### src/rtl/counter_updown_mod.sv
// Up/down modulo counter: enable, direction, sync clear/load, programmable limit,
// tc pulse and sticky wrap flag. Define COUNTER_UPDOWN_MOD_SAT_EN for saturating mode.
module counter_updown_mod #(
  parameter int WIDTH     = 4,
  parameter int RESET_VAL = 0
) (
  input  logic             clk,
  input  logic             reset,
  input  logic             clr,
  input  logic             en,
  input  logic             up,
  input  logic             load,
  input  logic [WIDTH-1:0] load_val,
  input  logic [WIDTH-1:0] limit,
  output logic [WIDTH-1:0] count,
  output logic             tc,
  output logic             at_end,
  output logic             wrapped
);

  localparam logic [WIDTH-1:0] RST_V = WIDTH'(RESET_VAL);

  logic [WIDTH-1:0] count_q, count_d;
  logic             tc_q, tc_d;
  logic             wrapped_q, wrapped_d;
  logic [WIDTH-1:0] wrap_val;

  // >= on the up side so a limit lowered under the count wraps instead of running on
  assign at_end = up ? (count_q >= limit) : (count_q == '0);

`ifdef COUNTER_UPDOWN_MOD_SAT_EN
  assign wrap_val = up ? limit : '0;
`else
  assign wrap_val = up ? '0 : limit;
`endif

  always_comb begin
    count_d   = count_q;
    tc_d      = 1'b0;
    wrapped_d = wrapped_q;
    if (clr) begin
      count_d   = '0;
      wrapped_d = 1'b0;
    end else if (load) begin
      count_d = (load_val <= limit) ? load_val : limit;
    end else if (en) begin
      if (at_end) begin
        count_d   = wrap_val;
        tc_d      = 1'b1;
        wrapped_d = 1'b1;
      end else if (up) begin
        count_d = count_q + 1'b1;
      end else begin
        count_d = count_q - 1'b1;
      end
    end
  end

  always_ff @(posedge clk or negedge reset) begin
    if (!reset) begin
      count_q   <= RST_V;
      tc_q      <= 1'b0;
      wrapped_q <= 1'b0;
    end else begin
      count_q   <= count_d;
      tc_q      <= tc_d;
      wrapped_q <= wrapped_d;
    end
  end

  assign count   = count_q;
  assign tc      = tc_q;
  assign wrapped = wrapped_q;

endmodule
### config.mk
export PLATFORM = sky130hd
export DESIGN_NAME = counter_updown_mod
export DESIGN_NICKNAME = d
export VERILOG_FILES = /design/src/rtl/counter_updown_mod.sv
export SDC_FILE = /design/constraint.sdc
export NUM_CORES = 1
export LEC_CHECK = 0
export ABC_CLOCK_PERIOD_IN_PS = 3200
export CAP_MARGIN = 20
export CORE_MARGIN = 4
export CORE_UTILIZATION = 49
export CTS_BUF_LIST = sky130_fd_sc_hd__clkbuf_16
export CTS_CLUSTER_DIAMETER = 200
export DETAILED_ROUTE_END_ITERATION = 16
export GPL_TIMING_DRIVEN = 0
export HOLD_SLACK_MARGIN = 0.03
export PLACE_DENSITY_LB_ADDON = 0.1
export SETUP_SLACK_MARGIN = 0.1
export SLEW_MARGIN = 20
export SYNTH_ARGS = -nofsm -noshare
export SYNTH_HDL_FRONTEND = slang
export SYNTH_SLANG_ARGS = --single-unit
### constraint.sdc
create_clock -name clk -period 3.2 [get_ports clk]
set_input_delay 0.64 -clock clk [delete_from_list [all_inputs] [get_ports clk]]
set_output_delay 0.64 -clock clk [all_outputs]
set_load 0.02 [all_outputs]
[Yosys cells after proc, flatten, opt, wreduce, memory -nomap -nowiden]
Index checks and enable logic that the tools add are counted.
W data, S select, Z words.
Word-level totals
  flip-flop bits (word level): 6
  input port bits: 14
  output and inout bits: 7
Cells by class
  multiplexer cells: 16
  order comparisons: 2
  reductions and logical operators: 5
  equal/unequal tests: 1
  add/sub/neg operators: 2
Operators by type and width (number)
  $mux W4: 7
  $mux W1: 9
  $add A4 B1 Y4 const B: 1
  $ge A4 B4 Y1: 1
  $le A4 B4 Y1: 1
  $logic_not A4 Y1: 1
  $reduce_bool A2 Y1: 2
  $sub A4 B1 Y4 const B: 1
  $reduce_and A3 Y1: 1
  $reduce_bool A3 Y1: 1
  $ne A2 B2 Y1 const B: 1

[Depth between registers and ports, before layout]
Gate-level depths: netlist of the first run.
  word-level depth: 6
  depth in mapped cells: 7
  mapped depth without buffers: 7

[Worst setup path before layout of the first run]
Ideal clock, no wire load.
  kind: in2out
  start point: in limit[1]
  end point: out at_end
  stages on the path: 5
  path slack: 0.989 ns
  arrival: 1.571 ns
  required time: 2.560 ns
  cell sequence: inv_1 ha_1 o211ai_1 o21ai_1 mux2_2
Between the ends
  word-level cells in the longest chain between the ends: 2
RTL lines
  start, declared: line 14  | input logic [WIDTH-1:0] limit,
  $ge A4 B4 Y1: line 29  | assign at_end = up ? (count_q >= limit) : (count_q == '0);
  $mux W1: line 29
  end, declared: line 17  | output logic at_end,
No other way between the ends.

[Final worst setup path of the first run]
Same ends and word-level chain as after synthesis.

==> results of run 1 <==
sequential cells by signal, indices dropped and copies added (netlist names):
register,flops
wrapped,1
tc,1
count,4
cell families after synthesis:
| family | after synthesis | share of synthesized area |
|---|---|---|
| XOR/XNOR | 1 | 0.0128 |
| multiplexers | 5 | 0.0747 |
| flip-flops | 6 | 0.219 |
| AO/OA/AOI/OAI | 23 | 0.246 |
| buffers and inverters | 9 | 0.0492 |
| AND/OR/NAND/NOR | 22 | 0.188 |
| adder cells (fa/ha/maj) | 11 | 0.211 |
metrics by stage:
stage / power [mW] / setup slack, ps
final: 0.451 / 257
after global routing: 0.483 / 153
after CTS: 0.458 / 113
after detailed placement: 0.255 / -207
after global placement: 0.252 / -183
after floorplan: 0.193 / 989
worst min-delay path by stage:
stage                              from                   end  slack [ps]  depth (start not counted)
finish              wrapped$_DFFE_PN0P_   wrapped$_DFFE_PN0P_         500                          2
global route        wrapped$_DFFE_PN0P_   wrapped$_DFFE_PN0P_         570                          2
CTS                 wrapped$_DFFE_PN0P_   wrapped$_DFFE_PN0P_         510                          2
detailed placement  wrapped$_DFFE_PN0P_   wrapped$_DFFE_PN0P_         500                          2
global placement    wrapped$_DFFE_PN0P_   wrapped$_DFFE_PN0P_         500                          2
floorplan                         reset  count[0]$_DFFE_PN0P_         340                          0
routing by layer:
metal,wire length [microns],share of wire,track usage
met5,0,0,0
met4,0,0,0.0234
met3,104,0.065,0.0593
met2,746,0.47,0.304
met1,737,0.46,0.246
critical path, delay by kind of cell:
family          cells  cell delay (ps)
fa+ha+maj           1              290
mux                 1              320
compound gates      2              310
buf+inv             3              740
area by class of cell:
cell class	count	area, sq um	area share
multi-input cells	62	507	0.523
repair buffers	19	185	0.191
flip-flops and latches	6	150	0.155
clock buffers	3	75.1	0.0774
inverters	8	30.0	0.0310
well taps	15	18.8	0.0194
plain buffers	1	3.75	0.00387
cells in the mapped netlist:
cell,count,share of area
o32a_1,1,0.015
nor4b_1,1,0.013
and2_1,1,0.0091
nor3b_2,1,0.018
o21ai_1,1,0.0073
or4_2,1,0.013
o211a_1,1,0.015
and4_1,1,0.013
ha_1,10,0.18
o21ai_0,2,0.015
nor2_1,5,0.027
a2111oi_2,1,0.022
nand2_1,6,0.033
a211oi_1,1,0.011
dfrtp_1,6,0.22
nor2b_1,1,0.0091
clkbuf_1,1,0.0055
or3_2,1,0.011
a21oi_2,1,0.013
o32ai_1,1,0.013
o211ai_1,2,0.022
a21oi_1,4,0.029
a21o_2,1,0.013
nand3_1,1,0.0073
inv_1,8,0.044
a31oi_1,3,0.027
nor3_1,1,0.0073
nor4_2,1,0.018
o31ai_1,1,0.011
a221oi_1,1,0.013
xor2_1,1,0.013
fa_1,1,0.029
o21a_1,2,0.022
mux2i_1,4,0.058
mux2_2,1,0.016
and3_1,1,0.0091
what timing repair did:
item / CTS / global route
cloned: 0 / 0
resized for setup: 3 / 1
endpoints found under the setup margin: 1 / 1
power groups by stage:
stage          Clock, mW  Sequential (mW)  Combinational [mW]
3_3_place_gp           0           0.0969               0.155
6_report           0.198           0.0963               0.157
4_1_cts            0.201           0.0964               0.160
2_1_floorplan          0            0.103              0.0904
3_5_place_dp           0           0.0971               0.158
5_1_grt            0.208           0.0979               0.177
==> results.cfg, run 1 <==
[yosys]
yosys_warnings = 0
synth_cells = 77
ys_seq_area_frac = 0.219
syn-num-nets = 102
ys_seq_elements = 6
yosysUniqueCellTypes = 36
synth.avg_cell_area_sq_um = 8.92
syn-cell-area_sq_um = 687

[grt]
grt_max_degree = 11
grt_remaining_overflow = 0
grt_pass1_vias = 666
grt_antenna_before_repair = 0
track_usage = 0.186
grt_pass1_wl_microns = 2820

[setup_path]
cp_cell_sequence = clkdlybuf4s50_1 -> inv_1 -> ha_1 -> o211ai_1 -> o21ai_2 -> mux2_2 -> clkbuf_2
worst-endpoint-arrival_ps = 2300
setup.worst_path.start = limit[1]
regToRegEndpoint = count[1]$_DFFE_PN0P_
cp-endpoint = at_end
reg2reg_from = count[1]$_DFFE_PN0P_
critPathLaunchType = input pin
slowest_delay_ps = 490
critPathMaxFanout = 5
end_kind = primary output
r2r_slack_ps = 1180
worstPathRequired_ps = 2560
critPathKind = input pin to primary output
rr_worst_depth = 6
slowest_stage = clkdlybuf4s50_1

[pwr]
p_sw_uw = 131
clock_power_share = 0.438
swShare = 0.289
internal-power_uw = 321
comb_power_share = 0.349
p_per_area_mw_per_mm2 = 466
seqPwrFrac = 0.213
irDropWorstVdd_uv = 685
power.leakage_nw = 0.443

[cts]
tritoncts.num_buffers = 3
worstSkewPairLatency_ps = 220
root_buffer = clkbuf_16
clk_pin_slew_ps = 30
cts_tree = done
hold_buffers = 0
cts_setup_buffers = 0
clk_path_buf_depth = 2
cts_sinks = 6
ctsHtreeMaxLevel = 1

[timing]
period_minus_slack_ps = 2940
max_freq_mhz = 340
setup_tns_ps = 0
clock-skew-final_ps = 3.67
hold_ws_ps = 502
setup-violations-final = 0
min_period_over_period = 0.920
rsz0062_at_grt = no
drv_slew = 0
maxSlewHeadroom = 0.742
worstMarginPinSlew_ps = 387
hold_viol_final = 0

[floorplan]
dieArea_sq_mm = 0.00206
dieHeight_microns = 45.4
initial_core_util = 0.521
ios = 21
die_x_microns = 45.4
rows = 13
core_sq_mm = 0.00132

[cells_and_area]
layout.nets = 126
n_antenna_cell = 0
final_area_sq_um = 970
final_common_cell = clkdlybuf4s50_1
fin_util = 0.736
area_growth_pct = 41.2
layout_common_cells = 18 x clkdlybuf4s50_1, 10 x ha_1, 8 x inv_1
final_cells = 114
drive_above_1_share = 0.131
fillers = 109

[drt]
totalWireLength_microns = 1590
drc_errors = 0
ant_nets = 0
firstDrtPassIters = 4
wire_per_inst_microns = 13.9
via_count = 675
dr.first_iter.drc_count = 9
vias_per_cell = 5.92

[placement]
gp_congestion = 0.851
placed_cells = 111
hpwl_microns = 1290
io_buffers = 19
placed_area_sq_um = 896

[outcome]
outcome = finished clean

[flow_run]
drv_cap = 0

[min_path]
min_path_type = flip-flop to flip-flop
Note: power is estimated with default switching activity, not from simulation.
==> inputs of run 2 (changes only) <==
Settings changed: ABC_AREA set to 1, CORE_UTILIZATION 49 to 50.
==> results.cfg, run 2 <==
[cells_and_area]
final_area_sq_mm = 0.00103
largest_reg_flops = 4
layout.nets = 167
layout_common_cells = 36 x nand2_1, 20 x inv_1, 19 x clkdlybuf4s50_1
regArea_sq_um = 150
n_antenna_cell = 0
drive_above_1_share = 0.0714
multi_input_area_sq_um = 512
final_common_cell = nand2_1
fillers = 118
area_growth_pct = 39.0
fin_util = 0.763

[placement]
io_buffers = 20
place_ws_ps = -45.5
gp_congestion = 0.888
hpwl_microns = 1430
placed_area_sq_um = 960

[drt]
dr.first_iter.drc_count = 21
totalWireLength_microns = 1750
firstDrtPassIters = 4
vias_per_cell = 5.14
wire_per_inst_microns = 11.3
drc_errors = 0
via_count = 797
ant_nets = 0

[timing]
setup-violations-final = 0
setup_tns_ps = 0
clock-skew-final_ps = 1.33
hold_viol_final = 0
maxSlewHeadroom = 0.646
max_freq_mhz = 351
worstMarginPinSlew_ps = 526
drv_slew = 0
hold_ws_ps = 513
setup_ws_ps = 354
rsz0062_at_grt = no
period_minus_slack_ps = 2850
min_period_over_period = 0.889

[floorplan]
ios = 21
core_sq_mm = 0.00135
dieArea_sq_mm = 0.00216
dieHeight_microns = 46.5
initial_core_util = 0.549
rows = 13
die_x_microns = 46.5

[yosys]
yosysUniqueCellTypes = 18
synth.avg_cell_area_sq_um = 6.33
synth_top_family_by_area = simple AND/OR/NAND/NOR gates
synth.area.top_cells = dfrtp_1 20%, nand2_1 18%, ha_1 17%, inv_1 10%, nand3_1 9.5%
ys_seq_area_frac = 0.203
synth.most_common_cell = nand2_1
synth-simple-area-share = 0.412
yosys_warnings = 0
synthFlopType = dfrtp_1
synth_edf_count = 0
synth_compound_area_frac = 0.0473
synthMuxAreaShare = 0
synth_xor_area_frac = 0.0355
syn-cell-area_sq_um = 741
synth_top_area_cell = dfrtp_1
synth-adder-area-share = 0.196
yosys-top-cells-count = 36 x nand2_1, 20 x inv_1, 14 x nand3_1
yosysTopAreaCellShare = 0.203
synth_cells = 117
syn-num-nets = 142
async_flop_share = 1.00
ys_seq_elements = 6

[cts]
cts_sinks = 6
root_buffer = clkbuf_16
tritoncts.num_buffers = 3
cts_setup_buffers = 0
cts_tree = done
clk_pin_slew_ps = 30
clk_path_buf_depth = 2
worstSkewPairLatency_ps = 230
ctsHtreeMaxLevel = 1

[setup_path]
critPathMaxFanout = 5
setup.worst_path.start = limit[3]
reg2reg_from = count[0]$_DFFE_PN0P_
critPathLaunchType = input pin
end_kind = primary output
critPathKind = input pin to primary output
worst-endpoint-arrival_ps = 2210
worstPathRequired_ps = 2560

[grt]
grt_pass1_wl_microns = 2880
grt_max_degree = 9
grt_pass1_vias = 750
track_usage = 0.187
grt_remaining_overflow = 0
grt_antenna_before_repair = 0

[outcome]
outcome = finished clean

[min_path]
worst_hold_startpoint = wrapped$_DFFE_PN0P_
min_path_type = flip-flop to flip-flop

[flow_run]
drv_cap = 0

[pwr]
power.leakage_nw = 0.573
p_per_area_mw_per_mm2 = 465
irDropWorstVdd_uv = 519
run 2: final timing paths:
path | slack (ps) | to | depth (start not counted)
hold / removal | 510 | wrapped$_DFFE_PN0P_ | 2
max in group asynchronous | 2330 | tc$_DFF_PN0_ | 1
setup reg to reg | 1560 | count[2]$_DFFE_PN0P_ | 14
hold reg to reg | 510 | wrapped$_DFFE_PN0P_ | 2
setup / recovery | 350 | at_end | 9
min in group asynchronous | 660 | count[3]$_DFFE_PN0P_ | 1
run 2: layout make-up:
cell class              count  share of cell area
well taps                  15              0.0182
flip-flops and latches      6               0.146
multi-input cells          90               0.497
repair buffers             20               0.190
clock buffers               3              0.0729
inverters                  21              0.0765
run 2: logic make-up after synthesis:
logic type / after synthesis
simple gates: 69
buf+inv: 21
fa+ha+maj: 11
compound gates: 7
flops: 6
xor+xnor: 3
run 2: worst max-delay path, cell delays in order:
cell and delay [ps]:
clkdlybuf4s50_1 480, inv_1 80, ha_1 320, nand2_1 60, nor3b_2 170, nand2_2 120
nand2_4 100, inv_1 70, clkbuf_2 150
run 2: per-layer routing:
layer | vias up | track usage | routed length [microns]
met4 | 0 | 0.0398 | 8
met3 | 2 | 0.0703 | 151
met1 | 358 | 0.197 | 702
met5 | - | 0 | 0
met2 | 25 | 0.346 | 883
li1 | 412 | - | -
run 2: through the flow:
stage               power, mW  instances
floorplan               0.212        117
global placement        0.272        152
detailed placement      0.279        152
CTS                     0.482        155
global route            0.510        155
finish                  0.479        155
run 2: where the power goes:
part	internal, mW	switching (mW)	total [mW]	leakage, nW
clock	0.160	0.0410	0.201	0.0370
sequential	0.0849	0.0116	0.0965	0.0789
combinational	0.0788	0.102	0.181	0.457
run 2: repair_timing:
action | in CTS | in global routing
hold buffers | 0 | 0
setup endpoints to repair | 1 | 1
gates cloned | 0 | 0
resized for setup | 1 | 2
==> inputs of run 3 (changes only) <==
Settings changed: CAP_MARGIN 20 to 10, SKIP_CTS_REPAIR_TIMING set to 1.
==> results.cfg, run 3 (synthesis gave the netlist of run 2 again) <==
[outcome]
outcome = finished clean

[min_path]
min_to = wrapped$_DFFE_PN0P_
worst_hold_startpoint = wrapped$_DFFE_PN0P_
holdPathStages = 2
min_path_type = flip-flop to flip-flop

[floorplan]
dieArea_sq_mm = 0.00216
dieHeight_microns = 46.5
rows = 13
initial_core_util = 0.549
ios = 21
core_sq_mm = 0.00135
die_x_microns = 46.5

[setup_path]
slowest_stage = clkdlybuf4s50_1
r2r_slack_ps = 1560
path_common_cell = inv_1
critPathLaunchType = input pin
slowest_delay_ps = 480
worstPathRequired_ps = 2560
cp_cell_sequence = clkdlybuf4s50_1 -> inv_1 -> ha_1 -> nand2_1 -> nor3b_2 -> nand2_2 -> nand2_4 -> inv_1 -> dlymetal6s2s_1
regToRegEndpoint = count[2]$_DFFE_PN0P_
critPathTopFamily = buffers and inverters
worst-endpoint-arrival_ps = 2260
path_buf_inv = 4
end_kind = primary output
reg2reg_from = count[0]$_DFFE_PN0P_
critPathKind = input pin to primary output
rr_worst_depth = 14
critPathMaxFanout = 5

[cells_and_area]
area_growth_pct = 40.0
fin_util = 0.768
largest_reg_flops = 4
layout.nets = 167
n_antenna_cell = 0
drive_above_1_share = 0.0643
final_cells = 155
fillers = 118
layout_common_cells = 36 x nand2_1, 20 x inv_1, 19 x clkdlybuf4s50_1
final_common_cell = nand2_1

[timing]
maxSlewHeadroom = 0.644
worstMarginPinSlew_ps = 529
min_period_over_period = 0.906
drv_slew = 0
period_minus_slack_ps = 2900
hold_viol_final = 0
setup-violations-final = 0
max_freq_mhz = 345
rsz0062_at_grt = no
clock-skew-final_ps = 1.21

[grt]
grt_pass1_vias = 750
grt_remaining_overflow = 0
grt_antenna_before_repair = 0
grt_max_degree = 9
grt_pass1_wl_microns = 2880
track_usage = 0.187

[cts]
worstSkewPairLatency_ps = 230
tritoncts.num_buffers = 3
clk_path_buf_depth = 2
ctsHtreeMaxLevel = 1
clk_pin_slew_ps = 30
root_buffer = clkbuf_16
cts_sinks = 6
cts_tree = done

[placement]
gp_congestion = 0.888
hpwl_microns = 1430
placed_cells = 152
io_buffers = 20

[flow_run]
drv_cap = 0

[drt]
dr.first_iter.drc_count = 21
totalWireLength_microns = 1770
ant_nets = 0
drc_errors = 0
firstDrtPassIters = 4
via_count = 798
wire_per_inst_microns = 11.4
vias_per_cell = 5.15

[pwr]
p_per_area_mw_per_mm2 = 464
power.leakage_nw = 0.583
irDropWorstVdd_uv = 526
run 3: where the power goes:
| group | switching, mW | leakage, nW | total, mW | internal [mW] |
|---|---|---|---|---|
| clock | 0.0412 | 0.0370 | 0.201 | 0.160 |
| sequential | 0.0117 | 0.0789 | 0.0966 | 0.0849 |
| combinational | 0.102 | 0.467 | 0.183 | 0.0808 |
run 3: final cells by class:
type                    count  area (sq um)  area share
inverters                  21          78.8      0.0760
flip-flops and latches      6           150       0.145
well taps                  15          18.8      0.0181
multi-input cells          90           512       0.493
clock buffers               3          75.1      0.0724
repair buffers             20           203       0.195
run 3: how the worst max path moves through the flow:
stage | startpoint | to | slack [ps] | depth (start not counted)
global route | limit[3] | at_end | 190 | 9
CTS | limit[3] | at_end | -60 | 9
detailed placement | limit[3] | at_end | -50 | 9
finish | limit[3] | at_end | 300 | 9
global placement | limit[3] | at_end | 2 | 9
floorplan | limit[3] | at_end | 1080 | 7
run 3: per-stage QoR:
stage	worst slack (ps)	power [mW]	area (sq um)	hold slack (ps)	setup TNS [ps]
2_1_floorplan	1080	0.212	741	344	0
3_3_place_gp	2.06	0.272	960	502	0
3_5_place_dp	-45.5	0.279	960	509	-45.5
4_1_cts	-57.9	0.484	1030	514	-57.9
5_1_grt	188	0.512	1040	545	0
6_report	300	0.481	1040	513	0
run 3: worst reg2reg max path, stage by stage, from the launching register on:
cell     delay, ps
dfrtp_1        410
inv_1          160
ha_1           250
inv_1           50
nand2_1         40
nand2_1         50
nand2_1         50
nand2_1         60
nand2_2         90
nand2_4        110
nand2_2         50
nand2_1         50
nand2_1         40
nand2_1         60
nand2_1         40
run 3: per-layer routing:
metal / vias up / track usage / share of wire
met1: 354 / 0.197 / 0.39
met2: 30 / 0.346 / 0.51
met5: - / 0 / 0
li1: 412 / - / -
met4: 0 / 0.0398 / 0.0045
met3: 2 / 0.0703 / 0.095
